### config.mk
export PLATFORM = sky130hd
export DESIGN_NAME = max_sel_pipe
export DESIGN_NICKNAME = d
export VERILOG_FILES = /design/src/rtl/max_sel_pipe.sv
export SDC_FILE = /design/constraint.sdc
export NUM_CORES = 1
export LEC_CHECK = 0
export CAP_MARGIN = 20
export CORE_MARGIN = 3
export CORE_UTILIZATION = 45
export CTS_BUF_LIST = sky130_fd_sc_hd__clkbuf_4
export DETAILED_ROUTE_END_ITERATION = 6
export GPL_ROUTABILITY_DRIVEN = 0
export PLACE_DENSITY = 0.75
export SETUP_SLACK_MARGIN = 0.1
export SLEW_MARGIN = 20
export SYNTH_ARGS = -nofsm -noshare
export SYNTH_HDL_FRONTEND = slang
export SYNTH_SLANG_ARGS = --single-unit
### constraint.sdc
create_clock -name clk -period 2.7 [get_ports clk]
set_input_delay 0.675 -clock clk [delete_from_list [all_inputs] [get_ports clk]]
set_output_delay 0.675 -clock clk [all_outputs]
set_load 0.01 [all_outputs]
### src/rtl/max_sel_pipe.sv
// max_sel_pipe: pipelined N-channel max/min selector with optional running-extreme accumulation.
module max_sel_pipe #(
    parameter int N = 4,
    parameter int W = 4,
    parameter int CW = 8,
    localparam int LV = $clog2(N),
    localparam int IDW = (LV > 1) ? LV : 1
) (
    input  logic             clk,
    input  logic             reset,
    input  logic             in_valid,
    input  logic [N*W-1:0]   in_data,
    input  logic             mode_min,
    input  logic             acc_en,
    input  logic             acc_clr,
    output logic             out_valid,
    output logic [W-1:0]     out_value,
    output logic [IDW-1:0]   out_id,
    output logic [CW-1:0]    out_count
);
    localparam int P = 1 << LV;

    // Heap-ordered tree: node n has children 2n and 2n+1; nodes P..2P-1 are the unregistered leaves.
    logic [W-1:0]   nv_q [1:P-1];
    logic [W-1:0]   nv_d [1:P-1];
    logic [IDW-1:0] ni_q [1:P-1];
    logic [IDW-1:0] ni_d [1:P-1];
    logic [W-1:0]   nd_v [1:2*P-1];
    logic [IDW-1:0] nd_i [1:2*P-1];
    logic [LV-1:0]  vld_q, vld_d, mode_q, mode_d, en_q, en_d, clr_q, clr_d;
    logic [LV:0]    va, ma, ea, ca;
    logic           hok_q, hok_d, hm_q, hm_d, ov_q, ov_d, restart, upd;
    logic [W-1:0]   hv_q, hv_d;
    logic [IDW-1:0] hi_q, hi_d;
    logic [CW-1:0]  cnt_q, cnt_d;

    function automatic logic better(input logic [W-1:0] a, input logic [W-1:0] b, input logic m);
        return m ? (a < b) : (a > b);
    endfunction

    always_comb begin
        va = {in_valid, vld_q};
        ma = {mode_min, mode_q};
        ea = {acc_en, en_q};
        ca = {acc_clr, clr_q};
        vld_d = va[LV:1];
        mode_d = ma[LV:1];
        en_d = ea[LV:1];
        clr_d = ca[LV:1];
        for (int n = 1; n < P; n++) begin
            nd_v[n] = nv_q[n];
            nd_i[n] = ni_q[n];
        end
        // Pad leaves take the worst possible value for the sample's mode.
        for (int k = 0; k < P; k++) begin
            nd_v[P+k] = (k < N) ? in_data[((k < N) ? k : 0)*W +: W] : {W{mode_min}};
            nd_i[P+k] = IDW'(k);
        end
    end

    always_comb begin
        for (int d = 0; d < LV; d++) begin
            for (int n = (1 << d); n < (2 << d); n++) begin
                nv_d[n] = !va[d+1] ? nv_q[n] :
                          better(nd_v[2*n+1], nd_v[2*n], ma[d+1]) ? nd_v[2*n+1] : nd_v[2*n];
                ni_d[n] = !va[d+1] ? ni_q[n] :
                          better(nd_v[2*n+1], nd_v[2*n], ma[d+1]) ? nd_i[2*n+1] : nd_i[2*n];
            end
        end
    end

    always_comb begin
        restart = !en_q[0] || clr_q[0] || !hok_q || (mode_q[0] != hm_q);
        upd = restart || better(nv_q[1], hv_q, mode_q[0]);
        hok_d = hok_q | vld_q[0];
        hm_d = vld_q[0] ? mode_q[0] : hm_q;
        hv_d = (vld_q[0] && upd) ? nv_q[1] : hv_q;
        hi_d = (vld_q[0] && upd) ? ni_q[1] : hi_q;
        cnt_d = !vld_q[0] ? cnt_q : restart ? CW'(1) : (&cnt_q) ? cnt_q : cnt_q + 1'b1;
        ov_d = vld_q[0];
    end

    always_ff @(posedge clk or posedge reset) begin
        if (reset) begin
            vld_q <= '0;
            mode_q <= '0;
            en_q <= '0;
            clr_q <= '0;
            for (int n = 1; n < P; n++) begin
                nv_q[n] <= '0;
                ni_q[n] <= '0;
            end
            hok_q <= 1'b0;
            hm_q <= 1'b0;
            hv_q <= '0;
            hi_q <= '0;
            cnt_q <= '0;
            ov_q <= 1'b0;
        end else begin
            vld_q <= vld_d;
            mode_q <= mode_d;
            en_q <= en_d;
            clr_q <= clr_d;
            nv_q <= nv_d;
            ni_q <= ni_d;
            hok_q <= hok_d;
            hm_q <= hm_d;
            hv_q <= hv_d;
            hi_q <= hi_d;
            cnt_q <= cnt_d;
            ov_q <= ov_d;
        end
    end

    assign out_valid = ov_q;
    assign out_value = hv_q;
    assign out_id = hi_q;
    assign out_count = cnt_q;
endmodule

==> results of run 1 <==
[metrics by stage]
stage / area (µm²) / setup slack [ns] / util, % / cells / power [mW]
after floorplan: 2180 / 0.490 / - / 204 / 1.14
after global placement: 2620 / 0.0579 / 58.1 / 290 / 1.34
after detailed placement: 2620 / -0.0383 / 58.1 / 290 / 1.36
after CTS: 2700 / 0.328 / 59.9 / 298 / 1.78
after global routing: 2700 / 0.231 / 59.9 / 298 / 1.88
final: 2700 / 0.332 / 59.9 / 298 / 1.76
[critical path, cell delays in order, from the launching register on]
cell and delay (ns):
dfrtp_1 0.42, inv_1 0.06, ha_1 0.28, nor2b_1 0.13
o211a_1 0.21, or3b_1 0.47, and2_0 0.30, a311o_1 0.39
[flip-flops by register name (all words and copies together), names as in the netlist]
signal     flops
nd_i           5
out_count      8
en_q           2
hok_q          1
out_value      4
nd_v          12
out_valid      1
hm_q           1
mode_q         2
clr_q          2
out_id         2
vld_q          2
[cells in the final DEF (no fill, tap or decap), types with 3 or more instances in the layout]
cell / netlist / final
nand3_1: 8 / 8
buf_4: 0 / 6
and3_1: 5 / 5
nand2_1: 9 / 9
nand4_1: 3 / 3
o211ai_1: 5 / 5
mux2i_1: 8 / 8
nor2b_1: 4 / 4
nand2b_1: 3 / 3
clkdlybuf4s50_1: 0 / 36
o21ai_0: 9 / 9
a41oi_1: 3 / 3
inv_1: 19 / 19
ha_1: 17 / 17
nor2_1: 9 / 9
a21oi_1: 14 / 14
clkbuf_4: 0 / 6
dfrtp_1: 42 / 42
mux2_2: 13 / 13
[power groups by stage]
stage	Sequential [mW]	Combinational, mW	Clock (mW)
4_1_cts	0.821	0.536	0.426
6_report	0.819	0.526	0.413
3_5_place_dp	0.833	0.531	0
3_3_place_gp	0.830	0.509	0
5_1_grt	0.837	0.595	0.445
2_1_floorplan	0.827	0.316	0
[area by class of cell]
| class | count | area share (%) |
|---|---|---|
| clock inverters | 2 | 1.39 |
| multi-input cells | 135 | 37.9 |
| repair buffers | 42 | 15.0 |
| inverters | 19 | 2.64 |
| clock buffers | 6 | 1.67 |
| flip-flops and latches | 42 | 39.0 |
| well taps | 52 | 2.41 |
[worst max-delay path by stage]
| stage | endpoint | cells after the start |
|---|---|---|
| after floorplan | nd_i[12] | 8 |
| after global placement | nd_v[19] | 8 |
| after detailed placement | nd_v[17] | 8 |
| after CTS | nd_v[24] | 7 |
| after global routing | nd_v[18] | 8 |
| final | nd_v[24] | 7 |
[cells by family (layout without fill, tap and decap cells)]
family	count (synthesis)	count (layout)	synth area share (%)
adder cells (fa/ha/maj)	17	17	9.74
flip-flops	42	42	48.1
multiplexers	21	21	10.4
AO/OA/AOI/OAI	46	46	14.0
XOR/XNOR	2	2	0.802
buffers and inverters	27	69	5.10
AND/OR/NAND/NOR	49	49	11.9
[metal layers]
metal	GRT usage [%]	share of wire, %	vias up
met3	3.56	3.9	2
met1	17.9	42	781
met2	31.2	54	38
met5	0	0	-
li1	-	-	819
met4	5.24	0.22	0
==> flow_metrics.env, run 1 <==
export IMPL_root_buffer="clkbuf_4"
export IMPL_grt_pass1_vias=1683
export IMPL_die_area_um2=5730
export IMPL_synth_cell_types=40
export IMPL_crit_fanout=6
export IMPL_yosysSeqAreaShare_pct=48.1
export IMPL_internal_power_mw=1.23
export IMPL_synth_warnings=0
export IMPL_hpwl_mm=3.10
export IMPL_timing_rr_start="nd_v[21]"
export IMPL_switchingPower_uw=529
export IMPL_drt_wl_total_mm=4.09
export IMPL_power_density_nw_per_um2=652
export IMPL_p_leak_nw=1.24
export IMPL_outcome="finished, final reports clean"
export IMPL_rsz0062_at_grt="no"
export IMPL_grtUsageTotal_pct=16.4
export IMPL_pwr_share_comb_pct=29.9
export IMPL_netlist_area_leader_share_pct=48.1
export IMPL_io_pins=37
export IMPL_initial_core_util_pct=48.5
export IMPL_drv_cap=0
export IMPL_worstPathArrival_ns=2.61
export IMPL_maxSlewViolCount=0
export IMPL_grt_ovfl_total=0
export IMPL_syn_inst=204
export IMPL_grt_pass1_wl_mm=7.17
export IMPL_drtIter0Drc=71
export IMPL_setup_viol=0
export IMPL_dieHeight_um=75.7
export IMPL_nets=284
export IMPL_synth_nets=243
export IMPL_num_antenna_cells=0
export IMPL_drc=0
export IMPL_hp_class="reg2reg"
export IMPL_r2r_end="nd_v[24]"
export IMPL_startpoint_type="flop"
export IMPL_ys_seq_elements=42
export IMPL_sequentialPowerShare_pct=46.6
export IMPL_core_area_um2=4500
export IMPL_cts_tree="done"
export IMPL_antenna_left=0
export IMPL_htree_levels=2
export IMPL_period_minus_slack_ns=2.37
export IMPL_clk_pin_slew_ns=0.13
export IMPL_rr_worst_depth=7
export IMPL_worstSetupPathType="reg2reg"
export IMPL_fmax_mhz=422
export IMPL_fill_cells=388
export IMPL_synth_area_leader_cell="dfrtp_1"
export IMPL_fin_crit_sh_pct=87.7
export IMPL_cts_sinks=42
export IMPL_whs_endpoint="clr_q[0]"
export IMPL_cp_end_kind="flop"
export IMPL_switching_share_pct=30.1
export IMPL_port_buffers=36
export IMPL_grt_max_degree=43
export IMPL_drtPass1Iterations=5
export IMPL_syn_to_final_growth_pct=23.5
export IMPL_ir_drop_v=0.000342
export IMPL_crit_path_start="nd_v[21]"
export IMPL_required_ns=2.94
export IMPL_synth_most_common_cell="dfrtp_1"
export IMPL_post_drt_wl_per_cell_um=13.7
export IMPL_finalHoldViolCount=0
export IMPL_num_vias=1640
export IMPL_synth_edf_count=0
export IMPL_whs_ns=0.361
export IMPL_drive_gt1_share_pct=11.8
export IMPL_synth_area_leaders="dfrtp_1 (48%), ha_1 (9.7%), mux2_2 (6.7%)"
export IMPL_min_path_cells=0
export IMPL_async_flop_share_pct=100
export IMPL_yosys_top_cells_count="dfrtp_1 (42), inv_1 (19), ha_1 (17), a21oi_1 (14), mux2_2 (13)"
export IMPL_rows=24
export IMPL_synth_flop_cell="dfrtp_1"
export IMPL_cts_buffers=5
export IMPL_p_clk_share_pct=23.5
export IMPL_cts_hold_buf=0
export IMPL_ctsResizeCount=0
export IMPL_r2r_setup_slack_ns=0.33
export IMPL_syn_area_per_cell_um2=10.7
export IMPL_worstHoldStart="clr_q[1]"
export IMPL_grt_antenna_before_repair=0
export IMPL_multi_input_area_um2=1020
export IMPL_setup_tns_ns=0
export IMPL_vias_per_cell=5.50
export IMPL_cts_setup_buffers=0
export IMPL_cts_max_path_buffers=2
export IMPL_die_w_um=75.7
export IMPL_clk_latency_ns=0.35
export IMPL_relSlewSlack_pct=65.9
export IMPL_seqCellArea_um2=1050
export IMPL_worst_pin_slew_ns=0.512
export IMPL_finClkSkew_ns=0.0113
export IMPL_netlist_area_um2=2180
Note: power is estimated with default switching activity, not from simulation.
==> run 2, diff against run 1 <==
--- a/config.mk
+++ b/config.mk
@@ -5,12 +5,12 @@
 export SDC_FILE = /design/constraint.sdc
 export NUM_CORES = 1
 export LEC_CHECK = 0
+export ABC_AREA = 1
 export CAP_MARGIN = 20
 export CORE_MARGIN = 3
 export CORE_UTILIZATION = 45
 export CTS_BUF_LIST = sky130_fd_sc_hd__clkbuf_4
 export DETAILED_ROUTE_END_ITERATION = 6
-export GPL_ROUTABILITY_DRIVEN = 0
 export PLACE_DENSITY = 0.75
 export SETUP_SLACK_MARGIN = 0.1
 export SLEW_MARGIN = 20
==> run 2 against run 1 <==
  * Synthesized area is 9.6% higher
  * Die area is 8.8% higher
  * Non-clock buffer count decreased by 4
==> flow_metrics.env, run 2 <==
export IMPL_crit_family="buffers and inverters"
export IMPL_setup_viol=0
export IMPL_root_buffer="clkbuf_4"
export IMPL_netlist_area_leader_share_pct=43.9
export IMPL_netlist_area_um2=2390
export IMPL_fin_crit_sh_pct=77.1
export IMPL_ys_seq_elements=42
export IMPL_drtIter0Drc=82
export IMPL_period_minus_slack_ns=2.08
export IMPL_num_antenna_cells=0
export IMPL_finClkSkew_ns=0.00656
export IMPL_cts_max_path_buffers=2
export IMPL_pwr_share_comb_pct=31.4
export IMPL_grt_pass1_vias=1931
export IMPL_num_vias=1966
export IMPL_fill_cells=485
export IMPL_slowest_delay_ns=0.58
export IMPL_synth_most_common_cell="nand2_1"
export IMPL_dieHeight_um=78.9
export IMPL_io_pins=37
export IMPL_drive_gt1_share_pct=6.02
export IMPL_cp_end_kind="output port"
export IMPL_clk_latency_ns=0.34
export IMPL_gp_congestion=0.805
export IMPL_min_path_cells=0
export IMPL_crit_chain="clkdlybuf4s50_1"
export IMPL_yosys_top_cells_count="nand2_1 (105), inv_1 (50), nand3_1 (46), dfrtp_1 (42), ha_1 (17)"
export IMPL_yosysSeqAreaShare_pct=43.9
export IMPL_crit_fanout=8
export IMPL_synth_edf_count=0
export IMPL_p_clk_share_pct=18.4
export IMPL_synth_nets=345
export IMPL_htree_levels=2
export IMPL_grt_pass1_wl_mm=7.78
export IMPL_worstSetupPathType="reg2out"
export IMPL_grt_ovfl_total=0
export IMPL_antenna_left=0
export IMPL_outcome="finished, final reports clean"
export IMPL_synth_cell_types=24
export IMPL_path_depth=1
export IMPL_switching_share_pct=33.3
export IMPL_cts_tree="done"
export IMPL_drc=0
export IMPL_setup_tns_ns=0
export IMPL_grt_antenna_before_repair=0
export IMPL_synth_area_leaders="dfrtp_1 (44%), nand2_1 (16%), nand3_1 (9.6%)"
export IMPL_async_flop_share_pct=100
export IMPL_nets=387
export IMPL_switchingPower_uw=516
export IMPL_drtPass1Iterations=5
export IMPL_syn_to_final_growth_pct=19.9
export IMPL_p_leak_nw=1.50
export IMPL_sequentialPowerShare_pct=50.2
export IMPL_rows=25
export IMPL_crit_buf_inv=1
export IMPL_grtUsageTotal_pct=15.3
export IMPL_largest_reg_flops=12
export IMPL_syn_inst=306
export IMPL_synth_area_leader_cell="dfrtp_1"
export IMPL_rsz0062_at_grt="no"
export IMPL_die_w_um=78.9
export IMPL_cts_setup_buffers=0
export IMPL_startpoint_type="flop"
export IMPL_relSlewSlack_pct=66.5
export IMPL_worst_pin_slew_ns=0.502
export IMPL_required_ns=2.03
export IMPL_cts_hold_buf=0
export IMPL_whs_ns=0.360
export IMPL_core_area_um2=4940
export IMPL_drv_cap=0
export IMPL_post_drt_wl_per_cell_um=9.95
export IMPL_finalHoldViolCount=0
export IMPL_grt_max_degree=43
export IMPL_ir_drop_v=0.000190
export IMPL_die_area_um2=6230
export IMPL_internal_power_mw=1.03
export IMPL_vias_per_cell=4.73
export IMPL_port_buffers=36
export IMPL_cp_slowest_cell="clkdlybuf4s50_1"
export IMPL_final_common_cell="nand2_1"
export IMPL_drt_wl_total_mm=4.14
export IMPL_fmax_mhz=480
export IMPL_final_cell_mix="nand2_1 (105), inv_1 (50), nand3_1 (46)"
export IMPL_final_core_util_pct=58.1
export IMPL_power_density_nw_per_um2=540
export IMPL_rr_worst_depth=8
export IMPL_synth_warnings=0
export IMPL_clk_pin_slew_ns=0.12
export IMPL_hp_class="reg2reg"
export IMPL_ctsResizeCount=0
export IMPL_syn_area_per_cell_um2=7.82
export IMPL_worstPathArrival_ns=1.41
export IMPL_maxSlewViolCount=0
export IMPL_hpwl_mm=3.28
export IMPL_cts_sinks=42
export IMPL_initial_core_util_pct=48.4
export IMPL_cts_buffers=5
export IMPL_synth_flop_cell="dfrtp_1"
-- run 2: cell count changes in the layout (fill, tap and decap cells not counted), moves of 5 or more --
| cell | change |
|---|---|
| o211ai_1 | -5 |
| nand3_1 | +38 |
| mux2_2 | -12 |
| inv_1 | +31 |
| and3_1 | -5 |
| nand2_1 | +96 |
| mux2i_1 | -8 |
| a21oi_1 | -10 |
-- run 2: cells by family after synthesis --
family	Yosys count	synth area share, %
simple gates	174	32.0
xor+xnor	3	1.10
flops	42	43.9
compound gates	15	4.08
buf+inv	54	9.57
mux	1	0.470
fa+ha+maj	17	8.89
-- run 2: worst paths after layout --
path	start	endpoint	slack, ns
max reg2reg	out_value[3]	out_value[3]	1.08
min reg2reg	clr_q[1]	clr_q[0]	0.36
max	out_count[2]	out_count[2]	0.62
max in group asynchronous	reset	nd_v[17]	1.60
min	clr_q[1]	clr_q[0]	0.36
min in group asynchronous	reset	out_count[4]	0.75
-- run 2: per-layer routing --
metal	GRT usage [%]	vias to the layer above	routed length (µm)
met5	0	-	0
met4	5.50	0	68
met3	3.40	5	182
met2	27.4	51	1980
met1	17.9	862	1910
li1	-	1048	-
-- run 2: area by class of cell --
cell class	count	area [µm²]	share of cell area (%)
Sequential cell	42	1050	36.6
Timing Repair Buffer	38	375	13.1
Clock buffer	5	37.5	1.31
Clock inverter	3	16.3	0.567
Inverter	51	191	6.67
Tap cell	67	83.8	2.92
Multi-Input combinational cell	210	1110	38.8
-- run 2: power by group through the flow --
stage	registers [mW]	clock network (mW)	logic, mW
global placement	0.788	0	0.475
detailed placement	0.793	0	0.491
finish	0.778	0.285	0.486
floorplan	0.789	0	0.328
global route	0.793	0.332	0.574
CTS	0.780	0.303	0.493
-- run 2: per-stage QoR --
| stage | area (µm²) | std cells | setup slack [ns] | power, mW |
|---|---|---|---|---|
| floorplan | 2390 | 306 | 0.949 | 1.12 |
| CTS | 2870 | 416 | 0.590 | 1.58 |
| global placement | 2820 | 408 | 0.407 | 1.26 |
| detailed placement | 2820 | 408 | 0.353 | 1.28 |
| global route | 2870 | 416 | 0.519 | 1.70 |
| finish | 2870 | 416 | 0.618 | 1.55 |
==> run 3, diff against run 2 <==
==> constraint.sdc (replaced) <==
create_clock -name clk -period 1.99 [get_ports clk]
set_input_delay 0.4975 -clock clk [delete_from_list [all_inputs] [get_ports clk]]
set_output_delay 0.4975 -clock clk [all_outputs]
set_load 0.01 [all_outputs]
==> run 3 against run 2 <==
  * Combinational power up 43%
  * Final area up 7.2%
  * Sequential power up 35%
  * Largest cell class unchanged
==> flow_metrics.env, run 3 (synthesized netlist as in run 2, its figures left out) <==
export IMPL_finalHoldViolCount=0
export IMPL_r2r_end="nd_i[12]"
export IMPL_worstPathArrival_ns=1.35
export IMPL_final_cell_mix="nand2_1 (104), inv_1 (50), nand3_1 (46)"
export IMPL_relSlewSlack_pct=73.4
export IMPL_die_w_um=78.9
export IMPL_sequentialPowerShare_pct=43.9
export IMPL_drv_cap=0
export IMPL_fmax_mhz=540
export IMPL_fill_cells=449
export IMPL_required_ns=1.49
export IMPL_internal_power_mw=1.68
export IMPL_num_antenna_cells=0
export IMPL_root_buffer="clkbuf_4"
export IMPL_io_pins=37
export IMPL_r2r_setup_slack_ns=0.32
export IMPL_fin_crit_sh_pct=93.0
export IMPL_rows=25
export IMPL_finClkSkew_ns=0.0104
export IMPL_power_mw=2.40
export IMPL_clk_pin_slew_ns=0.12
export IMPL_period_minus_slack_ns=1.85
export IMPL_cts_sinks=42
export IMPL_outcome="finished, final reports clean"
export IMPL_syn_to_final_growth_pct=28.5
export IMPL_hpwl_mm=3.24
export IMPL_p_clk_share_pct=27.3
export IMPL_whs_endpoint="clr_q[0]"
export IMPL_ir_drop_v=0.000291
export IMPL_core_area_um2=4940
export IMPL_slowest_delay_ns=0.56
export IMPL_setup_viol=0
export IMPL_drc=0
export IMPL_final_common_cell="nand2_1"
export IMPL_drtIter0Drc=89
export IMPL_drive_gt1_share_pct=11.7
export IMPL_final_core_util_pct=62.2
export IMPL_worstSetupPathType="reg2out"
export IMPL_gp_congestion=0.807
export IMPL_crit_chain="clkdlybuf4s50_1"
export IMPL_switchingPower_uw=726
export IMPL_cts_tree="done"
export IMPL_htree_levels=2
export IMPL_drtPass1Iterations=4
export IMPL_post_drt_wl_per_cell_um=10.0
export IMPL_drt_wl_total_mm=4.35
export IMPL_switching_share_pct=30.2
export IMPL_vias_per_cell=4.72
export IMPL_cts_max_path_buffers=2
export IMPL_final_cell_count_no_fill=434
export IMPL_worstHoldStart="clr_q[1]"
export IMPL_antenna_left=0
export IMPL_startpoint_type="flop"
export IMPL_place_inst=417
export IMPL_cts_buffers=5
export IMPL_p_leak_nw=1.62
export IMPL_worst_pin_slew_ns=0.399
export IMPL_pwr_share_comb_pct=28.8
export IMPL_rsz0062_at_grt="no"
export IMPL_initial_core_util_pct=48.4
export IMPL_grt_antenna_before_repair=0
export IMPL_crit_buf_inv=1
export IMPL_grt_pass1_wl_mm=7.82
export IMPL_min_path_cells=0
export IMPL_power_density_nw_per_um2=781
export IMPL_grtUsageTotal_pct=15.4
export IMPL_largest_reg_flops=12
export IMPL_num_vias=2049
export IMPL_hp_class="reg2reg"
export IMPL_die_area_um2=6230
export IMPL_grt_pass1_vias=1979
export IMPL_grt_max_degree=43
export IMPL_maxSlewViolCount=0
export IMPL_whs_ns=0.364
export IMPL_rr_worst_depth=7
export IMPL_grt_ovfl_total=0
export IMPL_timing_rr_start="nd_v[19]"
export IMPL_cp_end_kind="output port"
export IMPL_nets=405
export IMPL_port_buffers=36
export IMPL_dieHeight_um=78.9
export IMPL_clk_latency_ns=0.35
export IMPL_crit_fanout=5
export IMPL_cts_hold_buf=0
export IMPL_crit_family="buffers and inverters"
export IMPL_cp_slowest_cell="clkdlybuf4s50_1"
-- run 3: cell type report --
type / instances / area, µm² / share of cell area [%]
Tap cell: 67 / 83.8 / 2.73
Inverter: 51 / 191 / 6.22
Multi-Input combinational cell: 210 / 1120 / 36.5
Clock buffer: 5 / 37.5 / 1.22
Sequential cell: 42 / 1050 / 34.2
Clock inverter: 3 / 63.8 / 2.07
Timing Repair Buffer: 56 / 523 / 17.0
-- run 3: metal layers --
metal	part of all wire [%]	up-vias	track usage (%)
met2	48	44	28.4
met3	4.6	10	3.51
met4	2.4	0	6.19
li1	-	1083	-
met1	45	912	16.9
met5	0	-	0
-- run 3: power by group through the flow --
stage	Clock [mW]	Sequential [mW]	Combinational, mW
floorplan	0	1.07	0.444
global placement	0	1.07	0.662
detailed placement	0	1.07	0.682
CTS	0.678	1.06	0.690
global route	0.714	1.07	0.807
finish	0.656	1.05	0.693
-- run 3: worst max path at each step --
stage	startpoint	to	slack, ns	cells past startpoint
2_1_floorplan	in_data[11]	nd_v[16]	0.42	8
3_3_place_gp	in_data[3]	nd_v[22]	-0.1	9
3_5_place_dp	in_data[3]	nd_v[20]	-0.15	9
4_1_cts	out_count[6]	out_count[6]	0.11	1
5_1_grt	out_count[7]	out_count[7]	0.09	1
6_report	out_count[7]	out_count[7]	0.14	1
-- run 3: repair_timing --
action | 4_1_cts | 5_1_grt
buffers inserted | 1 | 8
gates resized for setup | 1 | 4
endpoints found under the setup margin | 2 | 16
-- run 3: metrics by stage --
step	area [µm²]	TNS (ns)	setup WS, ns
4_1_cts	3010	0	0.114
5_1_grt	3080	0	0.0880
3_5_place_dp	2900	-1.29	-0.155
6_report	3080	0	0.140
3_3_place_gp	2900	-0.754	-0.0971
2_1_floorplan	2390	0	0.417
